[src/rtl/scan_pkg.sv]
// scan_pkg: shared mode encodings, reset pattern and scan direction type
// for the scan_sequencer block.
package scan_pkg;

    localparam logic [1:0] MODE_RING_L  = 2'b00;
    localparam logic [1:0] MODE_RING_R  = 2'b01;
    localparam logic [1:0] MODE_JOHNSON = 2'b10;
    localparam logic [1:0] MODE_BOUNCE  = 2'b11;

    // Bit 0 active after reset/reload; sliced to WIDTH by the user.
    localparam logic [63:0] RESET_PAT = 64'd1;

    typedef enum logic {DIR_LEFT, DIR_RIGHT} dir_e;

endpackage

[src/rtl/scan_prescaler.sv]
// scan_prescaler: divides clk down to a one-cycle tick every DIV enabled
// cycles; clear reloads the count, enable low freezes it.
module scan_prescaler #(
    parameter int DIV = 12500000
) (
    input  logic clk,
    input  logic reset,
    input  logic enable,
    input  logic clear,
    output logic tick
);

    localparam int CW = (DIV > 1) ? $clog2(DIV) : 1;

    logic [CW-1:0] cnt_q, cnt_d;

    assign tick = enable && (cnt_q == CW'(DIV - 1));

    always_comb
        cnt_d = clear ? '0 : !enable ? cnt_q : tick ? '0 : cnt_q + 1'b1;

    always_ff @(posedge clk or negedge reset)
        if (!reset) cnt_q <= '0;
        else        cnt_q <= cnt_d;

endmodule

[src/rtl/scan_sequencer.sv]
// scan_sequencer: one-hot ring / Johnson / bounce scan bus generator with
// step strobe and index. Optional blanking after each step: SCAN_BLANK_EN.
module scan_sequencer
    import scan_pkg::*;
#(
    parameter int WIDTH        = 8,
    parameter int DIV          = 12500000,
    parameter bit ACTIVE_LOW   = 1'b1,
    parameter int BLANK_CYCLES = 1000,
    localparam int IW          = $clog2(WIDTH)
) (
    input  logic             clk,
    input  logic             reset,
    input  logic             enable,
    input  logic [1:0]       mode,
    input  logic             restart,
    output logic [WIDTH-1:0] scan_out,
    output logic [IW-1:0]    index,
    output logic             step
);

    logic [WIDTH-1:0] pat_q, pat_d, scan_out_q, scan_out_d;
    logic [IW-1:0]    index_q, index_d, idx_inc, idx_dec;
    logic [1:0]       mode_q;
    dir_e             dir_q, dir_d, bdir;
    logic             step_q, tick, reload, advance, blanking;

    assign reload  = restart || (mode != mode_q);
    assign advance = tick && !reload;

    scan_prescaler #(.DIV(DIV)) u_prescaler (
        .clk    (clk),
        .reset  (reset),
        .enable (enable),
        .clear  (reload),
        .tick   (tick)
    );

    always_comb begin
        idx_inc = (index_q == IW'(WIDTH - 1)) ? '0 : index_q + 1'b1;
        idx_dec = (index_q == '0) ? IW'(WIDTH - 1) : index_q - 1'b1;
        // Bounce turns around on the edge bit so end positions are not repeated.
        bdir    = (dir_q == DIR_LEFT) ? (pat_q[WIDTH-1] ? DIR_RIGHT : DIR_LEFT)
                                      : (pat_q[0] ? DIR_LEFT : DIR_RIGHT);
        pat_d   = pat_q;
        index_d = index_q;
        dir_d   = dir_q;
        if (reload) begin
            pat_d   = RESET_PAT[WIDTH-1:0];
            index_d = '0;
            dir_d   = DIR_LEFT;
        end else if (advance) begin
            case (mode_q)
                MODE_RING_L: begin
                    pat_d   = {pat_q[WIDTH-2:0], pat_q[WIDTH-1]};
                    index_d = idx_inc;
                end
                MODE_RING_R: begin
                    pat_d   = {pat_q[0], pat_q[WIDTH-1:1]};
                    index_d = idx_dec;
                end
                MODE_JOHNSON: begin
                    pat_d   = {pat_q[WIDTH-2:0], ~pat_q[WIDTH-1]};
                    index_d = idx_inc;
                end
                default: begin
                    dir_d   = bdir;
                    pat_d   = (bdir == DIR_LEFT) ? pat_q << 1 : pat_q >> 1;
                    index_d = (bdir == DIR_LEFT) ? idx_inc : idx_dec;
                end
            endcase
        end
    end

`ifdef SCAN_BLANK_EN
    localparam int BW = $clog2(BLANK_CYCLES + 2);

    logic [BW-1:0] blank_q, blank_d;

    always_comb
        blank_d = reload ? '0
                : advance ? BW'(BLANK_CYCLES)
                : (enable && blank_q != '0) ? blank_q - 1'b1 : blank_q;

    always_ff @(posedge clk or negedge reset)
        if (!reset) blank_q <= '0;
        else        blank_q <= blank_d;

    assign blanking = (blank_d != '0);
`else
    // Blanking compiled out; the parameter stays for a uniform interface.
    assign blanking = (BLANK_CYCLES < 0);
`endif

    always_comb
        scan_out_d = {WIDTH{ACTIVE_LOW}} ^ (blanking ? '0 : pat_d);

    always_ff @(posedge clk or negedge reset)
        if (!reset) begin
            pat_q      <= RESET_PAT[WIDTH-1:0];
            index_q    <= '0;
            dir_q      <= DIR_LEFT;
            mode_q     <= MODE_RING_L;
            step_q     <= 1'b0;
            scan_out_q <= {WIDTH{ACTIVE_LOW}} ^ RESET_PAT[WIDTH-1:0];
        end else begin
            pat_q      <= pat_d;
            index_q    <= index_d;
            dir_q      <= dir_d;
            mode_q     <= mode;
            step_q     <= advance;
            scan_out_q <= scan_out_d;
        end

    assign scan_out = scan_out_q;
    assign index    = index_q;
    assign step     = step_q;

endmodule

[config.mk]
export PLATFORM = sky130hd
export DESIGN_NAME = scan_sequencer
export DESIGN_NICKNAME = d
export VERILOG_FILES = /design/src/rtl/scan_pkg.sv /design/src/rtl/scan_prescaler.sv /design/src/rtl/scan_sequencer.sv
export SDC_FILE = /design/constraint.sdc
export NUM_CORES = 1
export LEC_CHECK = 0
export BUFFER_PORTS_ARGS = -buffer_cell sky130_fd_sc_hd__buf_2
export CAP_MARGIN = 20
export CORE_UTILIZATION = 59
export CTS_CLUSTER_DIAMETER = 30
export DETAILED_ROUTE_END_ITERATION = 7
export HOLD_SLACK_MARGIN = 0.06
export PLACE_DENSITY = 0.78
export SETUP_SLACK_MARGIN = 0.15
export SLEW_MARGIN = 20
export SYNTH_ARGS = -nofsm -noshare
export SYNTH_HDL_FRONTEND = slang
export SYNTH_SLANG_ARGS = --single-unit
export TNS_END_PERCENT = 30
[constraint.sdc]
create_clock -name clk -period 2.1 [get_ports clk]
set_input_delay 0.105 -clock clk [delete_from_list [all_inputs] [get_ports clk]]
set_output_delay 0.105 -clock clk [all_outputs]
set_load 0.1 [all_outputs]
# Yosys cells after proc, flatten, opt, wreduce, memory -nomap -nowiden
# Cells that the tools add are included.
# W data, S select, Z words.
# classes
n_addsub	3
n_eq_ne	6
mux	19
bitwise	2
n_reduce_logical	11
# op_table
cell	n
$mux W24	3
$add A24 B1 Y24 const B	1
$eq A24 B24 Y1 const B	1
$mux W8	3
$pmux W8 S3	1
$mux W3	5
$not A8 Y8	1
$mux W1	6
$pmux W3 S2	1
$reduce_bool A2 Y1	2
$add A3 B1 Y3 const B	1
$eq A3 B3 Y1 const B	1
$logic_not A3 Y1	1
$reduce_or A3 Y1	1
$sub A3 B1 Y3 const B	1
$eq A2 B1 Y1 const B	1
$eq A2 B2 Y1 const B	1
$logic_and A1 B1 Y1	2
$logic_not A2 Y1	1
$ne A2 B1 Y1 const B	1
$ne A2 B2 Y1	1
$reduce_and A2 Y1	1
$reduce_or A2 Y1	1
$logic_not A1 Y1	1
2 further kinds	2
# word_totals
reg_bits	47
in_bits	6
output_inout_bits	12
elab_cells	48

# Logic depth before layout (Yosys ltp)
# logic_depth
depth_word	7
ltp_mapped	8
mapped_depth_nobuf	6

# Modules after synthesis
# From an unflattened synthesis, not the netlist that was laid out.
# hier_totals
cells_unflattened	260
area_unflattened_um2	2591.2
# modules_own_cells
mod	instances	cells_per_inst	area_per_inst_um2	seq_area_each_um2
scan_prescaler	1	140	1381.3	600.6
scan_sequencer	1	120	1209.9	585.6

# Least setup slack after synthesis
# Ideal clock, no wire load.
# synth_timing
kind	register -> register
from	reg index_q[0] (netlist: index[0])
to	reg index_q[2] (netlist: index[2])
setup_time_ps	127
arrival_ps	1827
required_time_ps	1973
slack_ps	147
path_stages_with_launch	7
path_buffers	0
synth_period_minus_slack_ps	1953
cell_sequence	dfrtp_1 > inv_1 > ha_1 > nor3_1 > a21oi_1 > mux2i_1 > a21oi_1
# synth_via
elab_chain_len	6
word_cells_on_any_way	10
classes_between	add/sub: 2; eq/ne: 1; mux: 6; reduce/logical: 1
# synth_lines
element	line_no	text
start: declaration	scan_sequencer.sv:23	logic [IW-1:0] index_q, index_d, idx_inc, idx_dec;
start signal: assignment	scan_sequencer.sv:108	index_q <= index_d;
$add A3 B1 Y3, or another cell as far along	scan_sequencer.sv:40	idx_inc = (index_q == IW'(WIDTH - 1)) ? '0 : index_q + 1'b1;
$mux W3, on equally long branches	scan_sequencer.sv:40, scan_sequencer.sv:41	
$mux W3	scan_sequencer.sv:69	index_d = (bdir == DIR_LEFT) ? idx_inc : idx_dec;
$pmux W3 S2 (*)	scan_sequencer.sv:53	case (mode_q)
$mux W3 (*)	scan_sequencer.sv:52	end else if (advance) begin
$mux W3 (*)	scan_sequencer.sv:48	if (reload) begin
# Every way passes the cells marked *; elsewhere a longest branch is shown, timed or not. The select of a mux whose other input is x is not followed.
# A chain may end at the register's enable or synchronous reset.

# Final worst setup path
# layout_timing
from	reg u_prescaler.cnt_q[22]
to	reg pat_q[6]
# layout_via
elab_chain_len	5
# layout_lines
element	line_no	text
start: declaration	scan_prescaler.sv:15	logic [CW-1:0] cnt_q, cnt_d;
start signal: assignment	scan_prescaler.sv:24	else cnt_q <= cnt_d;
$eq A24 B24 Y1	scan_prescaler.sv:17	assign tick = enable && (cnt_q == CW'(DIV - 1));
$logic_and A1 B1 Y1	scan_prescaler.sv:17	
$logic_and A1 B1 Y1	scan_sequencer.sv:29	assign advance = tick && !reload;
$mux W8	scan_sequencer.sv:52	
$mux W8	scan_sequencer.sv:48	
named net pat_d[6]	scan_sequencer.sv:22	logic [WIDTH-1:0] pat_q, pat_d, scan_out_q, scan_out_d;
end signal: assignment	scan_sequencer.sv:100	pat_q <= RESET_PAT[WIDTH-1:0];
end signal: assignment	scan_sequencer.sv:107	pat_q <= pat_d;
end: declaration	scan_sequencer.sv:22	
# The timed path passes the listed nets, and every way through them passes these cells.

==> metrics.cfg <==
[outcome]
status = completed

[final_layout]
multi_input_area_mm2 = 0.00121
drive_gt1_frac = 0.235
fillCellCount = 289
design_area_mm2 = 0.00288
area_growth_pct = 17.6
n_antenna_cell = 0
fin_util = 0.720
fin_nets = 287
register_area_mm2 = 0.00119

[critical_path]
crit_fanout = 7
crit_slowest_cell = or3_4
slowest_delay_ns = 0.47
crit_type = reg2reg
reg2reg_from = u_prescaler.cnt_q[22]
r2r_slack_ns = 0.19
worst_setup_path_start_kind = flip-flop
crit_path_end_kind = flip-flop
rr_worst_depth = 6
path_cells = nor4bb_1 > nand3_1 > or3_4 > buf_12 > nor4_4 > a31o_2
required_ns = 2.35
worstReg2RegEnd = pat_q[6]
cp.arrival_ns = 2.15

[sta]
drv_slew = 0
worstMarginPinSlew_ns = 0.545
hold_viol = 0
tns_ns = 0
timing.final.crit_share = 0.908
fmax_mhz = 525
finalCriticalPeriod_ns = 1.91
relSlewSlack = 0.637
setup_viol = 0
fin_skew_ns = 0.00633
rsz0062_at_grt = false

[synthesis]
yosys.cell_types.count = 42
yosysSeqAreaShare = 0.485
syn_inst = 244
syn-mean-instance-area_um2 = 10.0
synth_async_sr_flop_share = 1.00
synth-main-ff-cell = dfrtp_1
yosysWarnings = 0
synth-edff-count = 0
synth_nets = 255
syn_area_mm2 = 0.00245
ys_seq_elements = 47

[min_path]
min_from = restart
whs_endpoint = index[2]
hold_depth = 4
hp-class = in2reg

[clocking]
clkSinkCount = 47
cts_buffers = 5
cts_root_buffer = clkbuf_8
htreeDepth = 2
clockBufferDepth = 2
cts_tree = done
clk_latency_ns = 0.31
clk_pin_slew_ns = 0.09

[floorplanning]
rows = 23
core_mm2 = 0.00400
ios = 18
die_area_mm2 = 0.00441
die_x_um = 66.4
initial_core_util = 0.612
die_y_um = 66.4

[placement]
routabilityCongestion = 0.820
port_buffers = 17
dp_hpwl_mm = 3.39
placed_cell_area_mm2 = 0.00262

[power_and_ir_drop]
p_comb_frac = 0.059
leakage_nw = 1.20
power_mw = 1.68
p_int_mw = 1.30
p_sw_frac = 0.227
vdd_drop_max_mv = 0.542
powerDensity_mw_per_mm2 = 584
clock_power_share = 0.398
p_seq_frac = 0.543
p_switching_uw = 381

[grt]
grtUsageTotal = 0.253
antenna_found_initial = 0
grt-ovfl-total = 0
grt_max_degree = 27
grt_pass1_wl_mm = 8.16
first_global_vias = 1718

[drt]
top_layer_used = met4
met1_length_mm = 2.51
antenna_left = 0
viasPerCell = 5.87
wl_per_cell_um = 15.8
met2_wirelength_mm = 2.30
routed_wirelength_mm = 5.18
dr.pass1.iters = 4
wl_met3_um = 267
drt_iter0_drc = 170
drc_errors = 0
vias = 1918

[run]
drv_cap = 0

-- power by group through the flow --
stage / combinational [mW] / clock (mW) / sequential [mW]
2_1_floorplan: 0.0470 / 0 / 0.927
3_3_place_gp: 0.0872 / 0 / 0.929
3_5_place_dp: 0.0866 / 0 / 0.929
4_1_cts: 0.0916 / 0.675 / 0.912
5_1_grt: 0.111 / 0.720 / 0.913
6_report: 0.0998 / 0.669 / 0.912
-- per-stage QoR --
step	instances	hold slack (ns)	setup WS (ns)
after floorplan	244	-0.191	0.221
after global placement	310	0.0989	0.125
after detailed placement	310	0.0896	0.0212
after CTS	321	0.193	0.173
after global routing	327	0.242	0.129
final	327	0.214	0.194
-- worst max-delay path by stage --
stage,startpoint,end,cells past startpoint
6_report,u_prescaler.cnt_q[22],pat_q[6],6
5_1_grt,u_prescaler.cnt_q[22],dir_q,5
4_1_cts,u_prescaler.cnt_q[0],u_prescaler.cnt_q[15],7
3_5_place_dp,u_prescaler.cnt_q[0],dir_q,6
3_3_place_gp,u_prescaler.cnt_q[0],dir_q,6
2_1_floorplan,index[1],index[2],6
-- worst max-delay path, delay by kind of cell, from the launching register on --
| family | cells | cell delay [ns] |
|---|---|---|
| simple gates | 4 | 1.11 |
| flops | 1 | 0.45 |
| buf+inv | 1 | 0.15 |
| compound gates | 1 | 0.14 |
-- cells in the mapped netlist (2+ instances only) --
cell type	n	area [um^2]
xnor2_1	6	52.6
nand2_1	12	45.0
dfrtp_1	39	976
nand4_1	16	100
a21oi_1	7	35.0
buf_4	2	15.0
and4_1	3	26.3
o21ai_0	4	20.0
a211oi_1	8	60.1
nor2_1	40	150
xor2_1	19	166
a211o_1	7	61.3
nor4_1	3	18.8
inv_1	4	15.0
nor4bb_1	4	40.0
buf_2	4	20.0
nand3_1	11	55.1
dfstp_2	8	210
ha_1	5	62.6
buf_6	2	22.5
a31oi_1	4	25.0
or3_1	3	18.8
nor3_1	4	20.0
nand2b_1	3	18.8
clkbuf_1	4	15.0
mux2i_1	6	60.1
-- timing repair --
item	CTS	global route
hold endpoints to repair	21	0
hold buffers	3	0
endpoints found under the setup margin	26	27
buffers inserted	0	5
cloned	0	1
pin swaps	0	4
gates resized for setup	3	9
-- layout by cell type (no fill, tap or decap), types with 4 or more instances in the layout --
master    count
a211o_1       7
a211oi_1      8
a21oi_1       7
a31oi_1       4
buf_2        17
buf_4        15
clkbuf_8      5
dfrtp_1      36
dfstp_2       8
ha_1          4
inv_1         4
mux2i_1       6
nand2_1      10
nand3_1      11
nand4_1      16
nor2_1       40
nor3_1        4
o21ai_0       4
xnor2_1       6
xor2_1       19
-- routing by layer --
metal	vias up	track usage
met3	9	0.0552
li1	935	-
met1	924	0.363
met2	50	0.379
met5	-	0
met4	0	0.0798
-- sequential cells by signal, indices dropped and copies added, names as in the netlist --
name,flops
dir_q,1
u_prescaler.cnt_q,24
step,1
mode_q,2
scan_out,8
pat_q,8
index,3
-- cell type report --
class | instances | area share
Sequential cell | 47 | 0.413
Inverter | 4 | 0.00522
Timing Repair Buffer | 38 | 0.102
Tap cell | 50 | 0.0217
Multi-Input combinational cell | 180 | 0.419
Clock inverter | 3 | 0.0152
Clock buffer | 5 | 0.0239
-- kinds of logic (layout without fill, tap and decap cells) --
family                     Yosys count  in the layout  synth area share
adders and majority gates            5              5            0.0256
xor gates and xnor gates            25             25            0.0895
buffers and inverters               17             50            0.0378
muxes                                6              6            0.0245
AOI/OAI and AO/OA                   36             36             0.103
DFF                                 47             47             0.485
and+or+nand+nor                    108            108             0.235
(Power assumes the default switching activity.)
